===== src/rtl/riscv_hazard_ctrl.sv =====
// riscv_hazard_ctrl
// Tracks the destination registers of in-flight instructions between
// decode and write-back, drives the register file write port from the
// final stage, picks operand-forwarding sources for decode and stalls
// decode on load-use hazards. The pipeline shifts on every edge; a
// stall only inserts a bubble at stage 0.
module riscv_hazard_ctrl #(
   parameter int DEPTH  = 3,
   parameter int ADDR_W = 5,
   parameter int CNT_W  = 16
) (
   input  logic                         clk_i,
   input  logic                         rst_i,
   input  logic                         IssueValid_i,
   input  logic [ADDR_W-1:0]            IssueAddrD_i,
   input  logic                         IssueRegWEn_i,
   input  logic                         IssueIsLoad_i,
   input  logic [ADDR_W-1:0]            AddrA_i,
   input  logic [ADDR_W-1:0]            AddrB_i,
   input  logic                         UseA_i,
   input  logic                         UseB_i,
   input  logic                         Flush_i,
   output logic                         Stall_o,
   output logic [$clog2(DEPTH+1)-1:0]   FwdA_o,
   output logic [$clog2(DEPTH+1)-1:0]   FwdB_o,
   output logic                         WbRegWEn_o,
   output logic [ADDR_W-1:0]            WbAddrD_o,
   output logic [CNT_W-1:0]             StallCnt_o
);

   localparam int FWD_W = $clog2(DEPTH + 1);

   typedef struct packed {
      logic              valid;
      logic              wen;
      logic              load;
      logic [ADDR_W-1:0] addr;
   } stgEntry_t;

   localparam stgEntry_t BUBBLE = '{valid: 1'b0, wen: 1'b0, load: 1'b0,
                                    addr: {ADDR_W{1'b0}}};

   stgEntry_t [DEPTH-1:0] stg_r;
   stgEntry_t [DEPTH-1:0] stgNext_s;
   stgEntry_t             issueEntry_s;
   logic                  issueAccept_s;
   logic [FWD_W:0]        lookA_s;
   logic [FWD_W:0]        lookB_s;
   logic                  stall_s;
   logic                  wbWen_r;
   logic [ADDR_W-1:0]     wbAddr_r;
   logic [CNT_W-1:0]      stallCnt_r;

   // Producer search for one source operand. Returns {hazard, fwd}.
   // Stages are scanned oldest to youngest so the youngest producer wins.
   // A load is only a hazard before it reaches the last stage, where its
   // data is available for forwarding. x0 never matches.
   function automatic logic [FWD_W:0] lookup(
      input stgEntry_t [DEPTH-1:0] stg,
      input logic                  useSrc,
      input logic [ADDR_W-1:0]     addr
   );
      logic [FWD_W-1:0] fwd;
      logic             haz;
      logic             hit;
      fwd = {FWD_W{1'b0}};
      haz = 1'b0;
      hit = 1'b0;
      for (int i = DEPTH - 1; i >= 0; i--) begin
         hit = useSrc & (addr != {ADDR_W{1'b0}}) & stg[i].valid & stg[i].wen &
               (stg[i].addr == addr);
         fwd = hit ? FWD_W'(i + 1) : fwd;
         haz = hit ? (stg[i].load & (i < DEPTH - 1)) : haz;
      end
      return {haz, fwd};
   endfunction

   // Forwarding select and load-use stall; a flush overrides the stall.
   always_comb begin
      lookA_s = lookup(stg_r, UseA_i, AddrA_i);
      lookB_s = lookup(stg_r, UseB_i, AddrB_i);
      stall_s = ~Flush_i & (lookA_s[FWD_W] | lookB_s[FWD_W]);
   end

   // Next pipeline contents: accepted issue or bubble into stage 0,
   // everything else shifts; a flush turns the old stage 0 into a bubble.
   always_comb begin
      issueAccept_s      = IssueValid_i & ~stall_s & ~Flush_i;
      issueEntry_s.valid = 1'b1;
      issueEntry_s.wen   = IssueRegWEn_i & (IssueAddrD_i != {ADDR_W{1'b0}});
      issueEntry_s.load  = IssueIsLoad_i;
      issueEntry_s.addr  = IssueAddrD_i;
      stgNext_s          = {DEPTH{BUBBLE}};
      if (issueAccept_s) begin
         stgNext_s[0] = issueEntry_s;
      end else begin
         stgNext_s[0] = BUBBLE;
      end
      for (int i = 1; i < DEPTH; i++) begin
         stgNext_s[i] = ((i == 1) && Flush_i) ? BUBBLE : stg_r[i-1];
      end
   end

   // Stage register: reset discards every in-flight entry.
   always_ff @(posedge clk_i) begin
      if (rst_i) begin
         stg_r <= {DEPTH{BUBBLE}};
      end else begin
         stg_r <= stgNext_s;
      end
   end

   // Write-back port registers; the address holds while the last stage is empty.
   always_ff @(posedge clk_i) begin
      if (rst_i) begin
         wbWen_r  <= 1'b0;
         wbAddr_r <= {ADDR_W{1'b0}};
      end else begin
         wbWen_r <= stgNext_s[DEPTH-1].valid & stgNext_s[DEPTH-1].wen;
         if (stgNext_s[DEPTH-1].valid) begin
            wbAddr_r <= stgNext_s[DEPTH-1].addr;
         end else begin
            wbAddr_r <= wbAddr_r;
         end
      end
   end

   // Saturating count of stall cycles.
   always_ff @(posedge clk_i) begin
      if (rst_i) begin
         stallCnt_r <= {CNT_W{1'b0}};
      end else if (stall_s && (stallCnt_r != {CNT_W{1'b1}})) begin
         stallCnt_r <= stallCnt_r + CNT_W'(1);
      end else begin
         stallCnt_r <= stallCnt_r;
      end
   end

   assign Stall_o    = stall_s;
   assign FwdA_o     = lookA_s[FWD_W-1:0];
   assign FwdB_o     = lookB_s[FWD_W-1:0];
   assign WbRegWEn_o = wbWen_r;
   assign WbAddrD_o  = wbAddr_r;
   assign StallCnt_o = stallCnt_r;

endmodule


===== config.mk =====
export PLATFORM = sky130hd
export DESIGN_NAME = riscv_hazard_ctrl
export DESIGN_NICKNAME = d
export VERILOG_FILES = /design/src/rtl/riscv_hazard_ctrl.sv
export SDC_FILE = /design/constraint.sdc
export NUM_CORES = 1
export LEC_CHECK = 0
export ABC_CLOCK_PERIOD_IN_PS = 3300
export BUFFER_PORTS_ARGS = -buffer_cell sky130_fd_sc_hd__buf_2
export CAP_MARGIN = 0
export CELL_PAD_IN_SITES_DETAIL_PLACEMENT = 1
export CELL_PAD_IN_SITES_GLOBAL_PLACEMENT = 2
export CORE_MARGIN = 2
export CORE_UTILIZATION = 31
export CTS_BUF_LIST = sky130_fd_sc_hd__clkbuf_16
export DETAILED_ROUTE_END_ITERATION = 8
export PLACE_DENSITY_LB_ADDON = 0.05
export REMOVE_ABC_BUFFERS = 1
export SYNTH_ARGS = -nofsm -noshare
export SYNTH_HDL_FRONTEND = slang
export SYNTH_SLANG_ARGS = --single-unit
export TNS_END_PERCENT = 20

===== constraint.sdc =====
create_clock -name clk_i -period 3.3 [get_ports clk_i]
set_input_delay 0.33 -clock clk_i [delete_from_list [all_inputs] [get_ports clk_i]]
set_output_delay 0.33 -clock clk_i [all_outputs]
set_load 0.01 [all_outputs]

; After elaboration in Yosys (flattened, before gate mapping)
; Index checks and enable logic that the tools add are counted.
[classes]
n_eq_ne = 7
n_reduce_logical = 6
n_mux = 11
n_bitwise = 29
n_addsub = 1
[op_table]
columns = cell, count
row1 = $eq A5 B5 Y1, 6
row2 = $and A1 B1 Y1, 25
row3 = $add A16 B1 Y16 const B, 1
row4 = $ne A16 B16 Y1 const B, 1
row5 = $reduce_bool A5 Y1, 3
row6 = $mux W2, 6
row7 = $mux W8, 1
row8 = $mux W1, 4
row9 = $reduce_or A2 Y1, 2
row10 = $not A1 Y1, 3
row11 = $logic_and A1 B1 Y1, 1
row12 = $or A1 B1 Y1, 1
[word_totals]
out_inout_bits = 27
ff_bits = 45

; Depth between registers and ports, before layout
; Gate-level depths: netlist of run 1.
[depth]
depth_word = 14
mapped_depth = 9
mapped_depth_nobuf = 7

; Least setup slack after synthesis of run 1
; No wires, ideal clock.
[synth_path]
path_type = register to output
startpoint = register stg_r, in the netlist stgNext_s[18]
endpoint = output Stall_o
t_arrival_ns = 2.036
required_time_ns = 2.970
setup_slack_ns = 0.934
path_buffers = 2
path_stages_with_launch = 9
path_cell_list = dfxtp_1 xnor2_1 nand4_1 or4_4 o22a_1 o21a_2 buf_6 clkbuf_1 nor2_1
[synth_via]
elab_chain_cells = 6
word_cells_on_any_way = 10
classes_between = eq/ne (2) / mux (4) / bitwise (4)
[synth_lines]
columns = item, line_no
row1 = "start, declared", 43  ; stgEntry_t [DEPTH-1:0] stg_r;
row2 = "start signal, assigned", 107  ; stg_r <= {DEPTH{BUBBLE}};
row3 = "start signal, assigned", 109  ; stg_r <= stgNext_s;
row4 = $eq A5 B5 Y1, 71  ; (stg[i].addr == addr);
row5 = $and A1 B1 Y1, 70  ; hit = useSrc & (addr != {ADDR_W{1'b0}}) & stg[i].valid & stg[i].wen &
row6 = $mux W1 (2 in a row), 73  ; haz = hit ? (stg[i].load & (i < DEPTH - 1)) : haz;
row7 = $or A1 B1 Y1 (*), 82  ; stall_s = ~Flush_i & (lookA_s[FWD_W] | lookB_s[FWD_W]);
row8 = $and A1 B1 Y1 (*), 82
row9 = "end, declared", 23  ; output logic Stall_o,
; Mark *: on every way between the ends. The rest lies on a longest branch, timed or not.

; Final worst setup path of run 1
[layout_path]
startpoint = register stg_r, in the netlist stgNext_s[23]
endpoint = output Stall_o
[layout_via]
elab_chain_cells = 7
word_cells_on_any_way = 12
classes_between = mux (4) / bitwise (8)
[layout_lines]
columns = item, line_no
row1 = $and A1 B1 Y1 (3 in a row), 70
row2 = $mux W1 (2 in a row), 73
row3 = $or A1 B1 Y1 (*), 82
row4 = $and A1 B1 Y1 (*), 82
; Marked as above.

==> results_dict.tcl, run 1 <==
set metrics [dict create \
    clk_latency_ns 0.28 \
    hold_path_end "stg_r[5]" \
    cts.sinks 45 \
    synth_cell_types 36 \
    grt_pass1_vias 1802 \
    fill_cells 795 \
    final_layout_size_suffix_gt1_share_pct 22.5 \
    hold_violations 0 \
    antenna_found_initial 0 \
    p_leak_uw 0.00101 \
    peakVddDrop_mv 0.201 \
    finalSetupViolCount 0 \
    min-delay-start "IssueIsLoad_i" \
    core_sq_um 6720 \
    setup_tns_ns 0 \
    worst-path-max-fanout 25 \
    via_per_inst 5.11 \
    period_share_pct 83.1 \
    crit_path_max_incr_delay_ns 0.60 \
    die-area_sq_um 7580 \
    worst_pin_slew_ns 0.463 \
    final_cell_area_sq_um 2610 \
    grt_overflow 0 \
    avgSynthCellArea_sq_um 9.02 \
    io_buffers 49 \
    die_w_microns 87.1 \
    wl_per_cell_microns 15.6 \
    max-cap-violations 0 \
    cts_made_buffers 5 \
    criticalPathCategory "flop to output pin" \
    cts_tree "built" \
    vias 1866 \
    cts_resized 0 \
    htree_levels 2 \
    cts_setup_buffers 0 \
    placed_cells 358 \
    wl_microns 5710 \
    cp_data_arrival_time_ns 2.41 \
    period_minus_slack_ns 2.74 \
    cp.required_ns 2.97 \
    ys_ff_latch 45 \
    r2r-start "stgNext_s[23]" \
    power.density_nw_per_um2 446 \
    first_pass_iters 4 \
    start_util_pct 31.8 \
    rsz0062_at_grt "false" \
    clock_skew_ns 0.00427 \
    hp-class "input port to flop" \
    worstPathCellList "nand2_1 -> or4_1 -> o22a_1 -> o21a_2 -> nor2_1 -> buf_2" \
    num_antenna_cells 0 \
    dp_hpwl_microns 4390 \
    row_count 30 \
    grt_max_degree 26 \
    clkSlewWorstSetupHoldPaths_ns 0.06 \
    grtUsageTotal_pct 15.5 \
    drt_iter0_markers 27 \
    hold_path_depth 2 \
    ios 50 \
    status "complete, no violations" \
    rrSetupSlack_ns 0.68 \
    syn_area_sq_um 2140 \
    slew_viol_final 0 \
    fp.dieH_microns 87.1 \
    synth_seq_area_share_pct 42.1 \
    max-slew-margin-rel_pct 69.0 \
    ctsHoldBuffers 0 \
    gp_congestion 0.827 \
    stdcell_count 365 \
    reg2regPathDepth 6 \
    postRouteAntennaNets 0 \
    placedInstanceArea_sq_um 2450 \
    r2r_end "StallCnt_o[7]" \
    nNetsFinal 309 \
    endpoint_kind "output pin" \
    fmax_mhz 365 \
    cp_slowest_cell "or4_1" \
    synth_cells 237 \
    ys_warn_count 0 \
    grt_pass1_wl_microns 9090 \
    critPathLaunchType "flop" \
    clockRootBuffer "clkbuf_16" \
    final_util_pct 38.9 \
    area_growth_pct 22.2 \
    cts_buffer_depth 2 \
    drc 0 \
]
## layer usage
metal | routed length (microns) | track usage, % | vias up | part of all wire [%]
met5 | 0 | 0 | - | 0
met3 | 219 | 3.03 | 4 | 3.8
met2 | 2930 | 28.0 | 37 | 51
met1 | 2530 | 18.7 | 886 | 44
met4 | 27 | 3.41 | 0 | 0.47
li1 | - | - | 939 | -
## Yosys cell counts
| library cell | n | area, sq um |
|---|---|---|
| a31o_2 | 1 | 8.76 |
| or4_1 | 15 | 113 |
| clkbuf_1 | 7 | 26.3 |
| nand2b_1 | 2 | 12.5 |
| nor2_1 | 14 | 52.6 |
| or3_1 | 6 | 37.5 |
| nor3_1 | 2 | 10.0 |
| o21a_2 | 1 | 8.76 |
| o22a_1 | 1 | 8.76 |
| dfxtp_1 | 45 | 901 |
| buf_2 | 1 | 5.00 |
| a21o_1 | 4 | 30.0 |
| mux2_2 | 1 | 11.3 |
| mux2i_1 | 5 | 50.1 |
| o21ai_1 | 1 | 5.00 |
| nor2b_1 | 8 | 50.1 |
| or4_4 | 1 | 11.3 |
| o22ai_1 | 1 | 6.26 |
| o21ai_2 | 1 | 8.76 |
| nand2_1 | 10 | 37.5 |
| nand3_1 | 10 | 50.1 |
| nand4_1 | 9 | 56.3 |
| o31ai_1 | 10 | 75.1 |
| ha_1 | 1 | 12.5 |
| and2_1 | 14 | 87.6 |
| or2_2 | 1 | 6.26 |
| a21oi_1 | 17 | 85.1 |
| and3_1 | 3 | 18.8 |
| xnor2_1 | 26 | 228 |
| o311a_1 | 1 | 10.0 |
| o21ai_0 | 4 | 20.0 |
| buf_6 | 1 | 11.3 |
| inv_1 | 5 | 18.8 |
| xor2_1 | 4 | 35.0 |
| and4_1 | 3 | 26.3 |
| buf_1 | 1 | 3.75 |
## state kept, by name, indices dropped and copies added, names as in the netlist
| name | count |
|---|---|
| stg_r | 15 |
| StallCnt_o | 16 |
| WbRegWEn_o | 1 |
| stgNext_s | 8 |
| WbAddrD_o | 5 |
## logic make-up after synthesis
family / Yosys count / synth area share (%)
compound gates: 42 / 12.5
fa+ha+maj: 1 / 0.585
simple gates: 98 / 26.6
buf+inv: 15 / 3.04
flops: 45 / 42.1
xor+xnor: 30 / 12.3
mux: 6 / 2.87
## power breakdown
part / switching [uW] / total [uW] / internal (uW)
Clock: 195 / 547 / 351
Sequential: 5.13 / 553 / 548
Combinational: 36.8 / 66.7 / 29.9
## placed cells by master, fill, tap and decap left out, drive strengths merged, types with 6 or more instances in the layout
cell type,synthesis,routed
buf,3,51
dfxtp,45,45
xnor2,26,26
a21oi,17,17
or4,16,16
nor2,14,14
and2,14,14
nand2,10,10
nand3,10,10
o31ai,10,10
nand4,9,9
nor2b,8,8
or3,6,6
o21ai,6,6
## worst max-delay path: cells and delay by family, from the launching register on
kind,cells,cell delay [ns]
buffers and inverters,1,0.14
flip-flops,1,0.54
AND/OR/NAND/NOR,3,0.91
AO/OA/AOI/OAI,2,0.56
## worst max-delay path by stage
stage / end / from / slack, ns / depth (start not counted)
after floorplan: StallCnt_o[10] / stgNext_s[18] / 0.96 / 7
after global placement: StallCnt_o[15] / AddrB_i[1] / 0.67 / 8
after detailed placement: StallCnt_o[9] / AddrA_i[1] / 0.63 / 8
after CTS: Stall_o / stgNext_s[23] / 0.51 / 6
after global routing: Stall_o / stgNext_s[23] / 0.42 / 6
final: Stall_o / stgNext_s[23] / 0.56 / 6
## cell type report
| class | count | area, sq um | area share (%) |
|---|---|---|---|
| clock buffers | 5 | 125 | 4.79 |
| clock inverters | 2 | 35.0 | 1.34 |
| inverters | 5 | 18.8 | 0.718 |
| multi-input cells | 177 | 1170 | 44.9 |
| flip-flops and latches | 45 | 901 | 34.5 |
| well taps | 80 | 100 | 3.83 |
| repair buffers | 51 | 260 | 9.96 |
## through the flow
step,power (uW),setup slack [ns],hold slack (ns)
finish,1170,0.559,0.253
global route,1220,0.422,0.260
CTS,1190,0.513,0.249
detailed placement,633,0.634,0.463
global placement,632,0.675,0.455
floorplan,593,0.962,0.399
(Power assumes the default switching activity.)
==> run 2, diff against run 1 <==
--- a/config.mk
+++ b/config.mk
@@ -5,13 +5,14 @@
 export SDC_FILE = /design/constraint.sdc
 export NUM_CORES = 1
 export LEC_CHECK = 0
-export ABC_CLOCK_PERIOD_IN_PS = 3300
+export ABC_AREA = 1
+export ABC_CLOCK_PERIOD_IN_PS = 2300
 export BUFFER_PORTS_ARGS = -buffer_cell sky130_fd_sc_hd__buf_2
 export CAP_MARGIN = 0
 export CELL_PAD_IN_SITES_DETAIL_PLACEMENT = 1
 export CELL_PAD_IN_SITES_GLOBAL_PLACEMENT = 2
 export CORE_MARGIN = 2
-export CORE_UTILIZATION = 31
+export CORE_UTILIZATION = 27
 export CTS_BUF_LIST = sky130_fd_sc_hd__clkbuf_16
 export DETAILED_ROUTE_END_ITERATION = 8
 export PLACE_DENSITY_LB_ADDON = 0.05
==> constraint.sdc (replaced) <==
create_clock -name clk_i -period 2.3 [get_ports clk_i]
set_input_delay 0.23 -clock clk_i [delete_from_list [all_inputs] [get_ports clk_i]]
set_output_delay 0.23 -clock clk_i [all_outputs]
set_load 0.01 [all_outputs]
==> run 2 against run 1 <==
Largest cell class unchanged; sequential power is 44% higher; critical path depth is 6 higher; worst setup slack worse by 0.35 ns; worst hold slack worse by 0.083 ns; die area is 36% higher; largest power group unchanged; clock power is 31% higher.
==> results_dict.tcl, run 2 <==
set metrics [dict create \
    endpoint_kind "output pin" \
    wl_met1_microns 4660 \
    ys_ff_latch 45 \
    hp-class "input port to flop" \
    synth-edff-count 0 \
    hold_path_depth 3 \
    synth_cell_types 31 \
    internal_power_uw 1230 \
    die_w_microns 102 \
    nNetsFinal 449 \
    cts_buffer_depth 2 \
    fp.dieH_microns 102 \
    dr.max_layer_used "met4" \
    via_per_inst 4.49 \
    grt_max_degree 23 \
    ctsHoldBuffers 0 \
    wl_met3_microns 329 \
    clkPwrFrac_pct 43.7 \
    grt_pass1_vias 2429 \
    ios 50 \
    drc 0 \
    regArea_sq_um 901 \
    grtUsageTotal_pct 17.0 \
    wl_met2_microns 3170 \
    start_util_pct 27.9 \
    num_antenna_cells 0 \
    grt_pass1_wl_microns 13400 \
    cts_made_buffers 5 \
    postRouteAntennaNets 0 \
    max-cap-violations 0 \
    async_reset_ff_share_pct 0 \
    final_layout_size_suffix_gt1_share_pct 25.8 \
    cp_data_arrival_time_ns 1.86 \
    clk_latency_ns 0.28 \
    antenna_found_initial 0 \
    slew_viol_final 0 \
    vias 2491 \
    area_growth_pct 22.2 \
    peakVddDrop_mv 0.269 \
    fill_cells 1195 \
    finalSetupViolCount 0 \
    clock_skew_ns 0.00344 \
    synthTopCellsByArea "dfxtp_1 35%, nand2_1 11%, nor2_1 7.1%" \
    mostFrequentLayoutCell "nand2_1" \
    worst_pin_slew_ns 0.582 \
    p_sw_uw 408 \
    cts_setup_buffers 0 \
    max-slew-margin-rel_pct 61.1 \
    avgSynthCellArea_sq_um 7.05 \
    io_buffers 49 \
    power.density_nw_per_um2 522 \
    largest_register_ffs 16 \
    critPathLaunchType "flop" \
    core_sq_um 9240 \
    dp_hpwl_microns 6640 \
    first_pass_iters 4 \
    p_leak_uw 0.00142 \
    cts_resized 0 \
    fmax_mhz 477 \
    synth_cells 365 \
    multi_input_area_sq_um 1390 \
    cts.sinks 45 \
    fin_hold_ws_ns 0.170 \
    period_share_pct 91.1 \
    setup_tns_ns 0 \
    wl_per_cell_microns 14.8 \
    worst-path-max-fanout 4 \
    gp_congestion 0.837 \
    cp.required_ns 2.07 \
    pwr-share-comb_pct 7.9 \
    synthTopCellsByCount "78 x nand2_1, 49 x nor2_1, 46 x inv_1, 45 x dfxtp_1, 21 x nand4_1" \
    row_count 35 \
    status "complete, no violations" \
    yosysMostFrequentCell "nand2_1" \
    wl_microns 8230 \
    die-area_sq_um 10300 \
    final_cell_mix "78 x nand2_1, 49 x nor2_1, 49 x buf_2" \
    syn_area_sq_um 2570 \
    rsz0062_at_grt "false" \
    hold_violations 0 \
    ys_warn_count 0 \
    reg2regPathDepth 13 \
    synth_top_area_share_pct 35.0 \
    period_minus_slack_ns 2.09 \
    synth_seq_area_share_pct 35.0 \
    p_seq_share_pct 48.4 \
    yosysTopAreaCell "dfxtp_1" \
    final_cell_area_sq_um 3150 \
    placedInstanceArea_sq_um 2990 \
    yosys_most_used_dff "dfxtp_1" \
    criticalPathCategory "flop to output pin" \
    switching_share_pct 24.8 \
    cts_tree "built" \
    clkSlewWorstSetupHoldPaths_ns 0.06 \
    drt_iter0_markers 86 \
    htree_levels 2 \
    grt_overflow 0 \
    clockRootBuffer "clkbuf_16" \
]
-- run 2: logic make-up (layout without fill, tap and decap cells) --
kind of cell,after synthesis,count (layout),synth area share (%)
AO/OA/AOI/OAI,34,34,8.36
XOR/XNOR,26,26,8.84
adder cells (fa/ha/maj),1,1,0.486
buffers and inverters,63,124,10.9
flip-flops,45,45,35.0
AND/OR/NAND/NOR,196,196,36.4
-- run 2: path summary, 6_finish.rpt --
kind / start / endpoint / slack, ns
max: stg_r[4] / Stall_o / 0.21
min: IssueIsLoad_i / stg_r[5] / 0.17
max reg2reg: stg_r[4] / StallCnt_o[4] / 0.28
min reg2reg: stgNext_s[22] / stg_r[22] / 0.44
-- run 2: power groups by stage --
stage	registers, uW	logic [uW]	clock network (uW)
6_report	794	130	717
5_1_grt	795	148	776
4_1_cts	794	132	756
3_5_place_dp	812	131	0
3_3_place_gp	812	131	0
2_1_floorplan	811	63.2	0
-- run 2: area by class of cell --
type | instances | share of cell area, %
flip-flops and latches | 45 | 28.6
well taps | 129 | 5.13
inverters | 55 | 6.56
multi-input cells | 257 | 44.3
clock buffers | 5 | 3.98
clock inverters | 3 | 0.716
repair buffers | 61 | 10.7
-- run 2: layer usage --
metal | GRT usage [%] | vias to the layer above
li1 | - | 1280
met1 | 27.5 | 1148
met2 | 23.4 | 55
met3 | 2.42 | 8
met4 | 3.74 | 0
met5 | 0 | -
-- run 2: critical path, stage by stage, from the launching register on --
cell and delay, ns:
dfxtp_1 0.34, inv_1 0.12, nand2_1 0.07, nand2_1 0.08, nand3_1 0.12, nor2_1 0.10
nand3_1 0.12, nand2_1 0.11, nand2_1 0.09, nand3_4 0.11, nand2_1 0.11, inv_1 0.09
buf_2 0.12
-- run 2: per-stage QoR --
step / utilization [%] / power (uW) / cells / setup slack (ns)
CTS: 34.0 / 1680 / 554 / 0.0947
floorplan: - / 874 / 357 / 0.454
global route: 34.0 / 1720 / 555 / 0.0387
global placement: 32.4 / 943 / 546 / 0.387
detailed placement: 32.4 / 943 / 546 / 0.355
finish: 34.0 / 1640 / 555 / 0.205
==> run 3, diff against run 2 <==
--- a/config.mk
+++ b/config.mk
@@ -11,7 +11,6 @@
 export CAP_MARGIN = 0
 export CELL_PAD_IN_SITES_DETAIL_PLACEMENT = 1
 export CELL_PAD_IN_SITES_GLOBAL_PLACEMENT = 2
-export CORE_MARGIN = 2
 export CORE_UTILIZATION = 27
 export CTS_BUF_LIST = sky130_fd_sc_hd__clkbuf_16
 export DETAILED_ROUTE_END_ITERATION = 8
==> run 3 against run 2 <==
Sequential power about the same; worst hold slack worse by 0.011 ns; clock skew increased by 0.0030 ns; final cell count rose by 0.36%.
==> results_dict.tcl, run 3 (synthesized netlist as in run 2, its figures left out) <==
set metrics [dict create \
    status "complete, no violations" \
    final_cell_area_sq_um 3160 \
    worst-path-max-fanout 4 \
    p_leak_uw 0.00144 \
    cts_tree "built" \
    finalSetupViolCount 0 \
    wl_met1_microns 4630 \
    cts_made_buffers 5 \
    fp.dieH_microns 99.7 \
    clkPwrFrac_pct 44.3 \
    first_pass_iters 4 \
    ctsHoldBuffers 0 \
    power.density_nw_per_um2 524 \
    hold_path_depth 3 \
    antenna_found_initial 0 \
    cts_buffer_depth 2 \
    final_layout_size_suffix_gt1_share_pct 26.2 \
    final_cell_mix "78 x nand2_1, 49 x nor2_1, 49 x buf_2" \
    die-area_sq_um 9930 \
    max-cap-violations 0 \
    cp_data_arrival_time_ns 1.83 \
    internal_power_uw 1240 \
    power_uw 1660 \
    wl_met3_microns 262 \
    grt_pass1_vias 2514 \
    pwr-share-comb_pct 7.8 \
    wl_met2_microns 3170 \
    max-slew-margin-rel_pct 60.9 \
    ios 50 \
    cts.sinks 45 \
    hold_violations 0 \
    dp_hpwl_microns 6570 \
    fmax_mhz 485 \
    htree_levels 2 \
    grt_overflow 0 \
    via_per_inst 4.43 \
    clkSlewWorstSetupHoldPaths_ns 0.07 \
    endpoint_kind "output pin" \
    core_sq_um 9240 \
    postRouteAntennaNets 0 \
    nNetsFinal 451 \
    reg2regPathDepth 13 \
    num_antenna_cells 0 \
    peakVddDrop_mv 0.302 \
    placedInstanceArea_sq_um 3010 \
    drt_iter0_markers 83 \
    period_minus_slack_ns 2.06 \
    clock_skew_ns 0.00646 \
    start_util_pct 27.9 \
    die_w_microns 99.7 \
    dr.max_layer_used "met4" \
    multi_input_area_sq_um 1390 \
    grt_max_degree 23 \
    largest_register_ffs 16 \
    criticalPathCategory "flop to output pin" \
    period_share_pct 89.7 \
    gp_congestion 0.772 \
    grt_pass1_wl_microns 13300 \
    hp-class "input port to flop" \
    worst_pin_slew_ns 0.585 \
    wl_microns 8110 \
    critPathLaunchType "flop" \
    p_seq_share_pct 47.9 \
    clk_latency_ns 0.29 \
    vias 2465 \
    row_count 35 \
    io_buffers 49 \
    mostFrequentLayoutCell "nand2_1" \
    clockRootBuffer "clkbuf_16" \
    switching_share_pct 25.1 \
    p_sw_uw 417 \
    slew_viol_final 0 \
    grtUsageTotal_pct 17.6 \
    fill_cells 1206 \
    regArea_sq_um 901 \
    cp.required_ns 2.07 \
    area_growth_pct 22.8 \
    wl_per_cell_microns 14.6 \
    drc 0 \
]
## run 3: final timing paths
check | start | slack (ns) | end
worst max-delay path | stg_r[4] | 0.24 | Stall_o
worst min register to register | stg_r[7] | 0.44 | stgNext_s[23]
worst min-delay path | IssueIsLoad_i | 0.16 | stg_r[5]
worst max register to register | stg_r[4] | 0.24 | StallCnt_o[15]
## run 3: power groups by stage
stage	Clock (uW)	Combinational (uW)	Sequential (uW)
6_report	735	129	794
3_3_place_gp	0	131	812
4_1_cts	761	132	794
2_1_floorplan	0	63.2	811
3_5_place_dp	0	131	812
5_1_grt	791	145	795
## run 3: worst max-delay path, stage by stage (launching register included)
cell and delay, ns:
dfxtp_1 0.34, inv_1 0.12, nand2_1 0.07, nand2_1 0.08, nand3_1 0.10, nor2_1 0.10
nand3_1 0.11, nand2_1 0.08, nand2_1 0.09, nand3_4 0.12, nand2_1 0.10, inv_1 0.08
buf_2 0.12
## run 3: final cells by class
type	count	share of cell area, %
inverter	55	6.53
tap	129	5.10
timing repair buffer	63	11.1
clock buffer	5	3.96
multi-input combinational	257	44.1
sequential	45	28.5
clock inverter	3	0.791
## run 3: routing by layer
layer	up-vias	track usage [%]
met5	-	0
met4	0	3.73
met3	2	2.81
met2	38	25.5
met1	1135	27.1
li1	1290	-
## run 3: repair_timing
| action | in CTS | in global routing |
|---|---|---|
| endpoints found under the setup margin | 0 | 1 |
| buffers inserted | 0 | 1 |
| gates resized for setup | 0 | 0 |
## run 3: metrics by stage
stage	util [%]	worst slack, ns	hold WS [ns]	std cells	setup TNS, ns
floorplan	-	0.454	0.292	357	0
global placement	32.5	0.346	0.425	548	0
detailed placement	32.5	0.320	0.430	548	0
CTS	34.2	0.0696	0.159	556	0
global route	34.2	-0.00386	0.164	557	-0.00386
finish	34.2	0.236	0.158	557	0
